==> config.mk <==
export PLATFORM = sky130hd
export DESIGN_NAME = debug_bridge_param_flat
export DESIGN_NICKNAME = d
export VERILOG_FILES = /design/src/rtl/debug_bridge_param_if.sv /design/src/rtl/debug_bridge_param.sv /design/src/flat_wrapper.sv
export SDC_FILE = /design/constraint.sdc
export NUM_CORES = 1
export LEC_CHECK = 0
export ABC_AREA = 1
export CAP_MARGIN = 20
export CELL_PAD_IN_SITES_DETAIL_PLACEMENT = 0
export CELL_PAD_IN_SITES_GLOBAL_PLACEMENT = 1
export CORE_ASPECT_RATIO = 1.2
export CORE_MARGIN = 1
export CORE_UTILIZATION = 37
export DETAILED_ROUTE_END_ITERATION = 6
export GPL_TIMING_DRIVEN = 0
export PLACE_DENSITY = 0.87
export SETUP_SLACK_MARGIN = 0.1
export SLEW_MARGIN = 20
export SYNTH_ARGS = -nofsm -noshare
export SYNTH_HDL_FRONTEND = slang
export SYNTH_SLANG_ARGS = --single-unit
==> constraint.sdc <==
create_clock -name i_clock -period 2.63 [get_ports i_clock]
set_clock_uncertainty 0.2 [all_clocks]
set_input_delay 0.526 -clock i_clock [delete_from_list [all_inputs] [get_ports i_clock]]
set_output_delay 0.526 -clock i_clock [all_outputs]
set_load 0.03 [all_outputs]
==> src/rtl/debug_bridge_param_if.sv <==
// Byte-stream, program-memory, data-memory and core-control signals of debug_bridge_param.
// The master modport is the bridge side; the slave modport is the UART/core/memory side.
interface debug_bridge_param_if #(
    parameter int BYTE_WIDTH      = 8,
    parameter int WORD_WIDTH      = 32,
    parameter int PROG_ADDR_WIDTH = 11,
    parameter int DATA_ADDR_WIDTH = 10
);
    logic                       i_rx_done;
    logic [BYTE_WIDTH-1:0]      i_data_rx;
    logic                       i_tx_done;
    logic                       o_tx_start;
    logic [BYTE_WIDTH-1:0]      o_data_tx;
    logic                       o_write_mem_programa;
    logic [PROG_ADDR_WIDTH-1:0] o_addr_mem_programa;
    logic [WORD_WIDTH-1:0]      o_dato_mem_programa;
    logic [DATA_ADDR_WIDTH-1:0] o_addr_mem_datos;
    logic [WORD_WIDTH-1:0]      i_dato_mem_datos;
    logic                       i_bit_sucio;
    logic                       o_soft_reset;
    logic                       i_soft_reset_ack;
    logic                       o_modo_ejecucion;
    logic                       o_step;
    logic [WORD_WIDTH-1:0]      i_pc;
    logic                       i_halted;

    modport master (
        input  i_rx_done, i_data_rx, i_tx_done, i_dato_mem_datos, i_bit_sucio,
               i_soft_reset_ack, i_pc, i_halted,
        output o_tx_start, o_data_tx, o_write_mem_programa, o_addr_mem_programa,
               o_dato_mem_programa, o_addr_mem_datos, o_soft_reset, o_modo_ejecucion, o_step
    );

    modport slave (
        output i_rx_done, i_data_rx, i_tx_done, i_dato_mem_datos, i_bit_sucio,
               i_soft_reset_ack, i_pc, i_halted,
        input  o_tx_start, o_data_tx, o_write_mem_programa, o_addr_mem_programa,
               o_dato_mem_programa, o_addr_mem_datos, o_soft_reset, o_modo_ejecucion, o_step
    );
endinterface

==> src/rtl/debug_bridge_param.sv <==
// UART debug bridge: program load, run/step, memory soft reset and dirty-word dump.
// Optional inter-byte LOAD timeout enabled by defining DEBUG_BRIDGE_TIMEOUT_EN.
module debug_bridge_param #(
    parameter int BYTE_WIDTH      = 8,
    parameter int WORD_WIDTH      = 32,
    parameter int PROG_ADDR_WIDTH = 11,
    parameter int DATA_ADDR_WIDTH = 10,
    parameter int OPCODE_WIDTH    = 6,
    parameter int HALT_OPCODE     = 0,
    parameter int TIMEOUT_CYCLES  = 10_000_000
) (
    input logic                  i_clock,
    input logic                  i_reset,
    debug_bridge_param_if.master bus
);
    localparam int WORD_BYTES  = WORD_WIDTH / BYTE_WIDTH;
    localparam int ADDR_BYTES  = (DATA_ADDR_WIDTH + BYTE_WIDTH - 1) / BYTE_WIDTH;
    localparam int ADDR_PAD_W  = ADDR_BYTES * BYTE_WIDTH;
    localparam int FRAME_BYTES = 1 + ADDR_BYTES + WORD_BYTES;
    localparam int FRAME_W     = FRAME_BYTES * BYTE_WIDTH;
    localparam int CNT_W       = $clog2(FRAME_BYTES + 1);
    localparam int BC_W        = $clog2(WORD_BYTES + 1);

    localparam logic [BYTE_WIDTH-1:0]   CMD_LOAD  = BYTE_WIDTH'(8'h01);
    localparam logic [BYTE_WIDTH-1:0]   CMD_RUN   = BYTE_WIDTH'(8'h02);
    localparam logic [BYTE_WIDTH-1:0]   CMD_STEP  = BYTE_WIDTH'(8'h03);
    localparam logic [BYTE_WIDTH-1:0]   CMD_SRST  = BYTE_WIDTH'(8'h04);
    localparam logic [BYTE_WIDTH-1:0]   RSP_OK    = BYTE_WIDTH'(8'hA5);
    localparam logic [BYTE_WIDTH-1:0]   RSP_ERR   = BYTE_WIDTH'(8'hEE);
    localparam logic [BYTE_WIDTH-1:0]   DUMP_TAG  = BYTE_WIDTH'(8'h01);
    localparam logic [BYTE_WIDTH-1:0]   DUMP_END  = BYTE_WIDTH'(8'h00);
    localparam logic [OPCODE_WIDTH-1:0] HALT_OP   = OPCODE_WIDTH'(HALT_OPCODE);
    localparam logic [BC_W-1:0]         LAST_BYTE = BC_W'(WORD_BYTES - 1);

    typedef enum logic [3:0] {
        S_IDLE,
        S_LOAD,
        S_LOAD_WR,
        S_RUN,
        S_STEP,
        S_SRST,
        S_DUMP_START,
        S_DUMP_ADDR,
        S_DUMP_CHK,
        S_DUMP_NEXT,
        S_SEND
    } state_t;

    state_t                     state, state_n;
    state_t                     ret, ret_n;
    logic [FRAME_W-1:0]         frame, frame_n;
    logic [CNT_W-1:0]           cnt, cnt_n;
    logic                       tx_busy, tx_busy_n;
    logic                       tx_start, tx_start_n;
    logic [BYTE_WIDTH-1:0]      data_tx, data_tx_n;
    logic [WORD_WIDTH-1:0]      word_buf, word_buf_n;
    logic [BC_W-1:0]            byte_cnt, byte_cnt_n;
    logic                       write_prog, write_prog_n;
    logic [PROG_ADDR_WIDTH-1:0] addr_prog, addr_prog_n;
    logic [WORD_WIDTH-1:0]      dato_prog, dato_prog_n;
    logic [DATA_ADDR_WIDTH-1:0] addr_datos, addr_datos_n;
    logic                       soft_reset, soft_reset_n;
    logic                       modo, modo_n;
    logic                       step, step_n;

    logic                       send_byte;
    logic [BYTE_WIDTH-1:0]      send_val;
    logic [WORD_WIDTH-1:0]      word_shift;
    logic [ADDR_PAD_W-1:0]      addr_pad;

    assign word_shift = (word_buf << BYTE_WIDTH) | WORD_WIDTH'(bus.i_data_rx);
    assign addr_pad   = ADDR_PAD_W'(addr_datos);

`ifdef DEBUG_BRIDGE_TIMEOUT_EN
    localparam int TO_W = $clog2(TIMEOUT_CYCLES + 1);
    localparam logic [TO_W-1:0] TO_LAST = TO_W'(TIMEOUT_CYCLES - 1);
    logic [TO_W-1:0] to_cnt, to_cnt_n;
`else
    logic unused_timeout;
    assign unused_timeout = ^TIMEOUT_CYCLES;
`endif

    always_comb begin
        // NOTE: every variable gets a default before the case so no path can infer a latch.
        state_n      = state;
        ret_n        = ret;
        frame_n      = frame;
        cnt_n        = cnt;
        tx_busy_n    = tx_busy & ~bus.i_tx_done;
        tx_start_n   = 1'b0;
        data_tx_n    = data_tx;
        word_buf_n   = word_buf;
        byte_cnt_n   = byte_cnt;
        write_prog_n = 1'b0;
        addr_prog_n  = addr_prog;
        dato_prog_n  = dato_prog;
        addr_datos_n = addr_datos;
        soft_reset_n = soft_reset;
        modo_n       = modo;
        step_n       = 1'b0;
        send_byte    = 1'b0;
        send_val     = '0;
`ifdef DEBUG_BRIDGE_TIMEOUT_EN
        to_cnt_n     = to_cnt;
`endif

        case (state)
            S_IDLE: begin
                if (bus.i_rx_done) begin
                    case (bus.i_data_rx)
                        CMD_LOAD: begin
                            state_n     = S_LOAD;
                            addr_prog_n = '0;
                            byte_cnt_n  = '0;
`ifdef DEBUG_BRIDGE_TIMEOUT_EN
                            to_cnt_n    = '0;
`endif
                        end
                        CMD_RUN: begin
                            state_n = S_RUN;
                            modo_n  = 1'b1;
                        end
                        CMD_STEP: begin
                            state_n = S_STEP;
                            step_n  = 1'b1;
                        end
                        CMD_SRST: begin
                            state_n      = S_SRST;
                            soft_reset_n = 1'b1;
                        end
                        default: begin
                            send_byte = 1'b1;
                            send_val  = RSP_ERR;
                        end
                    endcase
                end
            end

            S_LOAD: begin
                if (bus.i_rx_done) begin
                    word_buf_n = word_shift;
`ifdef DEBUG_BRIDGE_TIMEOUT_EN
                    to_cnt_n   = '0;
`endif
                    if (byte_cnt == LAST_BYTE) begin
                        byte_cnt_n   = '0;
                        write_prog_n = 1'b1;
                        dato_prog_n  = word_shift;
                        state_n      = S_LOAD_WR;
                    end else begin
                        byte_cnt_n = byte_cnt + 1'b1;
                    end
                end
`ifdef DEBUG_BRIDGE_TIMEOUT_EN
                else if (to_cnt == TO_LAST) begin
                    send_byte = 1'b1;
                    send_val  = RSP_ERR;
                end else begin
                    to_cnt_n = to_cnt + 1'b1;
                end
`endif
            end

            // Write strobe is high this cycle; decide whether the program continues.
            S_LOAD_WR: begin
                if (dato_prog[WORD_WIDTH-1 -: OPCODE_WIDTH] == HALT_OP) begin
                    addr_prog_n = addr_prog + 1'b1;
                    send_byte   = 1'b1;
                    send_val    = RSP_OK;
                end else if (&addr_prog) begin
                    send_byte = 1'b1;
                    send_val  = RSP_ERR;
                end else begin
                    addr_prog_n = addr_prog + 1'b1;
                    state_n     = S_LOAD;
`ifdef DEBUG_BRIDGE_TIMEOUT_EN
                    to_cnt_n    = '0;
`endif
                end
            end

            S_RUN: begin
                if (bus.i_halted) begin
                    modo_n  = 1'b0;
                    state_n = S_DUMP_START;
                end
            end

            S_STEP: state_n = S_DUMP_START;

            S_SRST: begin
                if (bus.i_soft_reset_ack) begin
                    soft_reset_n = 1'b0;
                    send_byte    = 1'b1;
                    send_val     = RSP_OK;
                end
            end

            // PC is captured here, one cycle after a step pulse has been taken by the core.
            S_DUMP_START: begin
                frame_n      = {bus.i_pc, {(FRAME_W - WORD_WIDTH){1'b0}}};
                cnt_n        = CNT_W'(WORD_BYTES);
                ret_n        = S_DUMP_ADDR;
                addr_datos_n = '0;
                state_n      = S_SEND;
            end

            S_DUMP_ADDR: state_n = S_DUMP_CHK;

            S_DUMP_CHK: begin
                if (bus.i_bit_sucio) begin
                    frame_n = {DUMP_TAG, addr_pad, bus.i_dato_mem_datos};
                    cnt_n   = CNT_W'(FRAME_BYTES);
                    ret_n   = S_DUMP_NEXT;
                    state_n = S_SEND;
                end else begin
                    state_n = S_DUMP_NEXT;
                end
            end

            S_DUMP_NEXT: begin
                if (&addr_datos) begin
                    send_byte = 1'b1;
                    send_val  = DUMP_END;
                end else begin
                    addr_datos_n = addr_datos + 1'b1;
                    state_n      = S_DUMP_ADDR;
                end
            end

            // Shifts the frame out MSB byte first, one byte per transmitter release.
            S_SEND: begin
                if (cnt == '0) begin
                    state_n = ret;
                end else if (!tx_busy) begin
                    tx_start_n = 1'b1;
                    tx_busy_n  = 1'b1;
                    data_tx_n  = frame[FRAME_W-1 -: BYTE_WIDTH];
                    frame_n    = frame << BYTE_WIDTH;
                    cnt_n      = cnt - 1'b1;
                end
            end

            default: state_n = S_IDLE;
        endcase

        if (send_byte) begin
            frame_n = {send_val, {(FRAME_W - BYTE_WIDTH){1'b0}}};
            cnt_n   = CNT_W'(1);
            ret_n   = S_IDLE;
            state_n = S_SEND;
        end
    end

    // NOTE: state is updated only with non-blocking assignments; reset is synchronous, active-low.
    always_ff @(posedge i_clock) begin
        if (!i_reset) begin
            state      <= S_IDLE;
            ret        <= S_IDLE;
            frame      <= '0;
            cnt        <= '0;
            tx_busy    <= 1'b0;
            tx_start   <= 1'b0;
            data_tx    <= '0;
            word_buf   <= '0;
            byte_cnt   <= '0;
            write_prog <= 1'b0;
            addr_prog  <= '0;
            dato_prog  <= '0;
            addr_datos <= '0;
            soft_reset <= 1'b0;
            modo       <= 1'b0;
            step       <= 1'b0;
`ifdef DEBUG_BRIDGE_TIMEOUT_EN
            to_cnt     <= '0;
`endif
        end else begin
            state      <= state_n;
            ret        <= ret_n;
            frame      <= frame_n;
            cnt        <= cnt_n;
            tx_busy    <= tx_busy_n;
            tx_start   <= tx_start_n;
            data_tx    <= data_tx_n;
            word_buf   <= word_buf_n;
            byte_cnt   <= byte_cnt_n;
            write_prog <= write_prog_n;
            addr_prog  <= addr_prog_n;
            dato_prog  <= dato_prog_n;
            addr_datos <= addr_datos_n;
            soft_reset <= soft_reset_n;
            modo       <= modo_n;
            step       <= step_n;
`ifdef DEBUG_BRIDGE_TIMEOUT_EN
            to_cnt     <= to_cnt_n;
`endif
        end
    end

    assign bus.o_tx_start           = tx_start;
    assign bus.o_data_tx            = data_tx;
    assign bus.o_write_mem_programa = write_prog;
    assign bus.o_addr_mem_programa  = addr_prog;
    assign bus.o_dato_mem_programa  = dato_prog;
    assign bus.o_addr_mem_datos     = addr_datos;
    assign bus.o_soft_reset         = soft_reset;
    assign bus.o_modo_ejecucion     = modo;
    assign bus.o_step               = step;

endmodule

==> src/flat_wrapper.sv <==
// flat-port wrapper written by rule: the top's interface ports become plain ports
module debug_bridge_param_flat 
#(
    parameter int BYTE_WIDTH      = 8,
    parameter int WORD_WIDTH      = 32,
    parameter int PROG_ADDR_WIDTH = 11,
    parameter int DATA_ADDR_WIDTH = 10,
    parameter int OPCODE_WIDTH    = 6,
    parameter int HALT_OPCODE     = 0,
    parameter int TIMEOUT_CYCLES  = 10_000_000
)
  (i_clock, i_reset, bus_i_rx_done, bus_i_data_rx, bus_i_tx_done, bus_i_dato_mem_datos, bus_i_bit_sucio, bus_i_soft_reset_ack, bus_i_pc, bus_i_halted, bus_o_tx_start, bus_o_data_tx, bus_o_write_mem_programa, bus_o_addr_mem_programa, bus_o_dato_mem_programa, bus_o_addr_mem_datos, bus_o_soft_reset, bus_o_modo_ejecucion, bus_o_step);
  debug_bridge_param_if #(.BYTE_WIDTH(BYTE_WIDTH), .WORD_WIDTH(WORD_WIDTH), .PROG_ADDR_WIDTH(PROG_ADDR_WIDTH), .DATA_ADDR_WIDTH(DATA_ADDR_WIDTH)) bus_i ();
  input logic i_clock;
  input logic i_reset;
  input wire logic [$bits(bus_i.i_rx_done)-1:0] bus_i_rx_done;
  input wire logic [$bits(bus_i.i_data_rx)-1:0] bus_i_data_rx;
  input wire logic [$bits(bus_i.i_tx_done)-1:0] bus_i_tx_done;
  input wire logic [$bits(bus_i.i_dato_mem_datos)-1:0] bus_i_dato_mem_datos;
  input wire logic [$bits(bus_i.i_bit_sucio)-1:0] bus_i_bit_sucio;
  input wire logic [$bits(bus_i.i_soft_reset_ack)-1:0] bus_i_soft_reset_ack;
  input wire logic [$bits(bus_i.i_pc)-1:0] bus_i_pc;
  input wire logic [$bits(bus_i.i_halted)-1:0] bus_i_halted;
  output wire logic [$bits(bus_i.o_tx_start)-1:0] bus_o_tx_start;
  output wire logic [$bits(bus_i.o_data_tx)-1:0] bus_o_data_tx;
  output wire logic [$bits(bus_i.o_write_mem_programa)-1:0] bus_o_write_mem_programa;
  output wire logic [$bits(bus_i.o_addr_mem_programa)-1:0] bus_o_addr_mem_programa;
  output wire logic [$bits(bus_i.o_dato_mem_programa)-1:0] bus_o_dato_mem_programa;
  output wire logic [$bits(bus_i.o_addr_mem_datos)-1:0] bus_o_addr_mem_datos;
  output wire logic [$bits(bus_i.o_soft_reset)-1:0] bus_o_soft_reset;
  output wire logic [$bits(bus_i.o_modo_ejecucion)-1:0] bus_o_modo_ejecucion;
  output wire logic [$bits(bus_i.o_step)-1:0] bus_o_step;
  assign bus_i.i_rx_done = bus_i_rx_done;
  assign bus_i.i_data_rx = bus_i_data_rx;
  assign bus_i.i_tx_done = bus_i_tx_done;
  assign bus_i.i_dato_mem_datos = bus_i_dato_mem_datos;
  assign bus_i.i_bit_sucio = bus_i_bit_sucio;
  assign bus_i.i_soft_reset_ack = bus_i_soft_reset_ack;
  assign bus_i.i_pc = bus_i_pc;
  assign bus_i.i_halted = bus_i_halted;
  assign bus_o_tx_start = bus_i.o_tx_start;
  assign bus_o_data_tx = bus_i.o_data_tx;
  assign bus_o_write_mem_programa = bus_i.o_write_mem_programa;
  assign bus_o_addr_mem_programa = bus_i.o_addr_mem_programa;
  assign bus_o_dato_mem_programa = bus_i.o_dato_mem_programa;
  assign bus_o_addr_mem_datos = bus_i.o_addr_mem_datos;
  assign bus_o_soft_reset = bus_i.o_soft_reset;
  assign bus_o_modo_ejecucion = bus_i.o_modo_ejecucion;
  assign bus_o_step = bus_i.o_step;
  debug_bridge_param #(.BYTE_WIDTH(BYTE_WIDTH), .WORD_WIDTH(WORD_WIDTH), .PROG_ADDR_WIDTH(PROG_ADDR_WIDTH), .DATA_ADDR_WIDTH(DATA_ADDR_WIDTH), .OPCODE_WIDTH(OPCODE_WIDTH), .HALT_OPCODE(HALT_OPCODE), .TIMEOUT_CYCLES(TIMEOUT_CYCLES)) u_core (.i_clock(i_clock), .i_reset(i_reset), .bus(bus_i));
endmodule
== Word level (Yosys, flattened, before mapping) ==
Cells that the tools add are included.

* Flip-flop bits (word level): 161
* Bits of input ports: 79
* Output and inout bits: 66

* Add/sub/neg operators: 4
* Eq/ne operators: 45
* Multiplexer cells: 63
* Bitwise operators: 8
* Reductions and logical operators: 31

{| class="wikitable"
|+ Operators by type and width
! kind !! count
|-
| 56-bit two-way mux || 4
|-
| 56-bit case mux with 3 select lines || 1
|-
| 11-bit two-way mux || 4
|-
| 4-bit case mux with 11 select lines || 1
|-
| 4-bit two-way mux || 10
|-
| 8-bit two-way mux || 5
|-
| 32-bit by 8-bit bitwise OR with 32-bit output || 1
|-
| 10-bit AND reduction || 3
|-
| 3-bit by 2-bit != test with 1-bit output (second input constant) || 9
|-
| 8-bit case mux with 3 select lines || 1
|-
| 4-bit AND reduction || 6
|-
| 11-bit case mux with 2 select lines || 1
|-
| 3-bit two-way mux || 7
|-
| 2-bit != test (second input constant) || 10
|-
| 10-bit case mux with 2 select lines || 1
|-
| 1-bit two-way mux || 19
|-
| 4-bit by 3-bit == test with 1-bit output (second input constant) || 4
|-
| 8-bit by 2-bit == test with 1-bit output (second input constant) || 2
|-
| 4-bit case mux with 4 select lines || 1
|-
| 4-bit == test (second input constant) || 3
|-
| 2-bit by 1-bit != test with 1-bit output (second input constant) || 6
|-
| 3-bit AND reduction || 4
|-
| 2-bit nonzero test || 6
|-
| 11-bit by 1-bit adder with 11-bit output (second input constant) || 1
|-
| other kinds (31) || 41
|}

== Depth between registers and ports, before layout ==
Gate-level depths: netlist (run 1).

* Depth after elaboration: 7
* Mapped depth: 13
* Gate-level depth less buffers: 12

== Least setup slack after synthesis (run 1) ==
No wires, ideal clock.

* Kind: reg2reg
* Start: register u_core.addr_prog[0], in the netlist u_core.bus.o_addr_mem_programa[0]
* End: register u_core.state[0]
* Arrival time: 1.976 ns
* Required time: 2.314 ns
* Slack: 0.339 ns
* Cell stages (with the launch flop): 13
* Path buffers: 2
* Path through: dfxtp_1 > ha_1 > nand3_1 > nor2_1 > nand3_1 > nor2_4 > nor2_4 > nand2_2 > nor2_2 > nand2_1 > buf_6 > buf_6 > nor2_1

* Longest elaborated chain between the ends: 5
* Elaborated cells on any way between the ends: 7

{| class="wikitable"
|+ RTL lines
! element !! RTL line !! RTL
|-
| start: declaration || debug_bridge_param.sv:59 || <nowiki>logic [PROG_ADDR_WIDTH-1:0] addr_prog, addr_prog_n;</nowiki>
|-
| start signal: assignment || debug_bridge_param.sv:288 || <nowiki>addr_prog <= addr_prog_n;</nowiki>
|-
| 11-bit AND reduction * || debug_bridge_param.sv:170 || <nowiki>end else if (&addr_prog) begin</nowiki>
|-
| 1-bit two-way mux || debug_bridge_param.sv:170 ||
|-
| 1-bit two-way mux || debug_bridge_param.sv:166 || <nowiki>if (dato_prog[WORD_WIDTH-1 -: OPCODE_WIDTH] == HALT_OP) begin</nowiki>
|-
| 1-bit case mux with 4 select lines || debug_bridge_param.sv:107 || <nowiki>case (state)</nowiki>
|-
| 2-bit OR reduction (no line) || - ||
|-
| end signal: assignment || debug_bridge_param.sv:278 || <nowiki>state <= state_n;</nowiki>
|-
| end: declaration || debug_bridge_param.sv:49 || <nowiki>state_t state, state_n;</nowiki>
|}

Mark *: on every way between the ends. The rest lies on a longest branch, timed or not.
A chain may end at the register's enable or synchronous reset.

== Final worst setup path (run 1) ==
* Start: register u_core.state[1]
* End: register u_core.frame[36]

* Longest elaborated chain between the ends: 3
* Elaborated cells on any way between the ends: 15

{| class="wikitable"
|+ RTL lines
! element !! RTL line !! RTL
|-
| 4-bit == test (tied with other cells) || debug_bridge_param.sv:107 ||
|-
| 1-bit case mux with 4 select lines (tied with other cells) || debug_bridge_param.sv:107 ||
|-
| 2-bit OR reduction (no line) or 4-bit AND reduction (tied branches) || - ||
|-
| end signal: assignment || debug_bridge_param.sv:280 || <nowiki>frame <= frame_n;</nowiki>
|-
| end: declaration || debug_bridge_param.sv:51 || <nowiki>logic [FRAME_W-1:0] frame, frame_n;</nowiki>
|}

Parallel ways exist; a longest one is shown, timed or not.

==> flow_summary_export.csv, run 1 <==
group,metric,value,unit
routing,remaining_drc_errors,0,
worst_hold_path,timing.hold.worst_endpoint,"u_core.byte_cnt[2]",
routing,firstDrtPassIters,5,
die,placement_rows,55,
die,start_util,37.8,%
setup_path,worstReg2RegEnd,"u_core.frame[36]",
synth,synth-seq-area-share,44.9,%
placed_design,postPlaceCellArea,0.00889,sq mm
power,design_power_total,7370,uW
die,floorplan.die.height,154,um
timing,tightest_slew,0.745,ns
setup_path,timing.critical_path.slowest_cell_delay,0.48,ns
timing,report.final.hold_viol_count,0,
clock_network,buffers_inserted_by_post_cts_timing_repair,0,
synth,syn-mean-instance-area,7.14,sq um
global_routing,largest_net_degree_at_the_start_of_global_routing,17,
timing,maxClockFrequency,0.424,GHz
routing,route.antenna.remaining_nets,0,
layout,syn_to_final_growth,32.5,%
timing,whs,0.261,ns
synth,post-synth-top-count-cell,"nand2_1",
layout,layout.filler_cells,1953,
routing,postRouteWirelength,20.9,mm
timing,fin_tns_setup,0,ns
routing,detail_route.iter0.violations,444,
setup_path,critical_path.slowest_cell,"dfxtp_1",
placed_design,routabilityCongestion,0.853,
global_routing,grt_pass1_wl,34.0,mm
power,peakVddDrop,543,uV
clock_network,tritoncts,"yes",
synth,synthCells,999,
synth,synthesis.yosys.warnings,0,
synth,synth_ff_type,"dfxtp_1",
timing,grt_setup_unrepaired,"false",
setup_path,timing.critical_path.from_type,"flip-flop",
synth,synth_nets,1083,
timing,fin_ws,0.272,ns
synth,synth-edff-count,0,
setup_path,critPathTopFamily,"buffers and inverters",
setup_path,end_kind,"flip-flop",
layout,layout.area.seq,0.00321,sq mm
clock_network,clkLatencyLatePin,0.43,ns
global_routing,grtUsageTotal,22.1,%
global_routing,via_count_of_the_first_global_routing_pass,6913,
synth,synth.cell_area,0.00713,sq mm
die,design.portCount,145,
synth,synth_cell_types,40,
layout,finalNetCount,1246,
synth,synth_largest_type_area_fraction,44.9,%
setup_path,crit-reg2reg-launch,"u_core.state[1]",
timing,timing.slew.headroom,50.3,%
power,power_leakage,0.00358,uW
setup_path,timing_worst_setup_path_type,"reg -> reg",
worst_hold_path,whs_path_depth,2,
timing,maxSlewViolCount,0,
synth,ys_top_cells_by_count,"206 x nand2_1, 160 x dfxtp_1, 157 x nor2_1",
power,pwr_cell_area,780,mW/mm^2
worst_hold_path,hold_path_class,"reg -> reg",
die,design.die.area,0.0198,sq mm
setup_path,path_cells,"inv_2 > nor2_1 > nand2_1 > inv_1 > buf_2 > clkbuf_4 > nand2_1 > a31oi_1 > a21oi_1 > nor2_1",
timing,final.min_clock_period,2.36,ns
setup_path,critPathBufInv,4,
placed_design,numPortBuffers,144,
synth,ys_seq_elements,160,
clock_network,htreeDepth,4,
synth,async_reset_ff_share,0,%
die,core_area,0.0189,sq mm
routing,wl_per_cell,14.6,um
setup_path,crit_arrival,2.52,ns
die,die-width,129,um
synth,synth_largest_area_cell,"dfxtp_1",
routing,dr_total_vias,7024,
clock_network,clock_tree.buffer_depth,2,
setup_path,worstRegToRegCells,10,
layout,fraction_of_final_layout_cells_sized_beyond_drive_strength_1,7.91,%
clock_network,clkSlewWorstSetupHoldPaths,0.06,ns
setup_path,required,2.80,ns
layout,insertedDiodeCount,0,
run_status,status,"complete, no violations",
clock_network,clock-sinks,160,
synth,post_synth_main_area_contributors,"dfxtp_1 45%, nand2_1 11%, a21oi_1 8.8%, nor2_1 8.3%, o21ai_0 4.0%",
layout,final_cell_area_excluding_filler_cells,0.00945,sq mm
routing,vias_per_cell,4.91,
clock_network,tritoncts.num_buffers,17,
worst_hold_path,worstHoldStart,"u_core.byte_cnt[2]",
clock_network,cts_root_buffer,"clkbuf_16",
timing,finalSetupViolCount,0,
job,max_cap_violations,0,
setup_path,regToRegSetupSlack,0.27,ns
global_routing,gr-total-overflow,0,
placed_design,dp_worst_setup_slack,-0.104,ns
setup_path,worstPathMaxFanout,10,
global_routing,antenna_found_initial,0,
timing,final.period_utilization,89.7,%
layout,multiInputGateArea,0.00338,sq mm
placed_design,hpwlAfterDp,15.9,mm
==> metrics by stage <==
stage | instances | util [%]
after CTS | 1431 | 50.0
after global routing | 1431 | 50.1
after global placement | 1399 | 47.2
final | 1431 | 50.1
after detailed placement | 1399 | 47.2
after floorplan | 999 | -
==> cell type report <==
| class | instances | area share (%) |
|---|---|---|
| tap | 256 | 3.39 |
| clock buffer | 19 | 4.58 |
| buffer | 48 | 2.62 |
| multi-input combinational | 708 | 35.8 |
| timing repair buffer | 144 | 15.3 |
| clock inverter | 13 | 1.09 |
| sequential | 160 | 33.9 |
| inverter | 83 | 3.30 |
==> layout by cell type, fill, tap and decap left out, drive strengths merged, types with 2 or more instances in the layout <==
cell	instances
a21oi	126
a211oi	14
ha	5
xnor2	2
xor2	7
nand4	6
buf	23
nor3	7
nand3	54
nor2	168
clkinvlp	6
clkbuf	44
o211ai	2
a31oi	19
inv	89
or2	3
nand2	212
a22o	6
dfxtp	160
clkdlybuf4s50	144
o211a	2
o21ai	68
==> registers in the layout, summed over array words and instances, names as in the netlist <==
register                         flops
u_core.state                         4
u_core.bus.o_data_tx                 8
u_core.bus.o_soft_reset              1
u_core.word_buf                     24
u_core.cnt                           3
u_core.bus.o_dato_mem_programa      32
u_core.byte_cnt                      3
u_core.ret                           3
u_core.bus.o_write_mem_programa      1
u_core.tx_busy                       1
u_core.frame                        56
u_core.bus.o_step                    1
u_core.bus.o_tx_start                1
u_core.bus.o_addr_mem_datos         10
u_core.bus.o_modo_ejecucion          1
u_core.bus.o_addr_mem_programa      11
==> tightest hold or removal path, cell delays in order (launching register included) <==
cell and delay [ns]:
dfxtp_1 0.31, nand3_1 0.08, inv_1 0.04
==> worst max path at each step <==
| stage | from | endpoint | slack, ns | depth (start not counted) |
|---|---|---|---|---|
| floorplan | u_core.bus.o_addr_mem_programa[0] | u_core.state[0] | 0.34 | 12 |
| global placement | bus_i_data_rx[2] | u_core.bus.o_addr_mem_programa[10] | -0.08 | 10 |
| detailed placement | bus_i_data_rx[3] | u_core.bus.o_addr_mem_programa[10] | -0.10 | 10 |
| CTS | u_core.cnt[0] | u_core.bus.o_data_tx[2] | 0.14 | 9 |
| global route | u_core.state[1] | u_core.frame[30] | 0.10 | 9 |
| finish | u_core.state[1] | u_core.frame[36] | 0.27 | 10 |
==> report_power, final <==
part	leakage (uW)	internal [uW]	switching, uW	total [uW]
Clock	0.000244	1220	1050	2280
Sequential	0.00130	2670	160	2830
Combinational	0.00204	751	1510	2260
==> cells by family after synthesis <==
logic type | after synthesis | synth area share (%)
flops | 160 | 44.9
buf+inv | 131 | 7.79
simple gates | 453 | 26.8
compound gates | 241 | 18.5
xor+xnor | 9 | 1.11
fa+ha+maj | 5 | 0.877
==> per-layer routing <==
layer	wire (um)	GRT usage [%]	share of wire [%]	vias to the layer above
met5	0	0	0	-
met4	546	8.74	2.6	0
met3	892	4.21	4.3	34
met2	10300	38.9	49	185
met1	9140	26.0	44	3184
li1	-	-	-	3621
==> timing repair <==
item / CTS / global route
resized for setup: 0 / 10
endpoints found under the setup margin: 0 / 77
hold buffers: 0 / 0
Note: power is estimated with default switching activity, not from simulation.
==> run 2: changes to the inputs <==
Settings changed: GPL_ROUTABILITY_DRIVEN from default to 0.
==> results of run 2 <==
The final DEF is identical to that of run 1; final timing and power are the same.
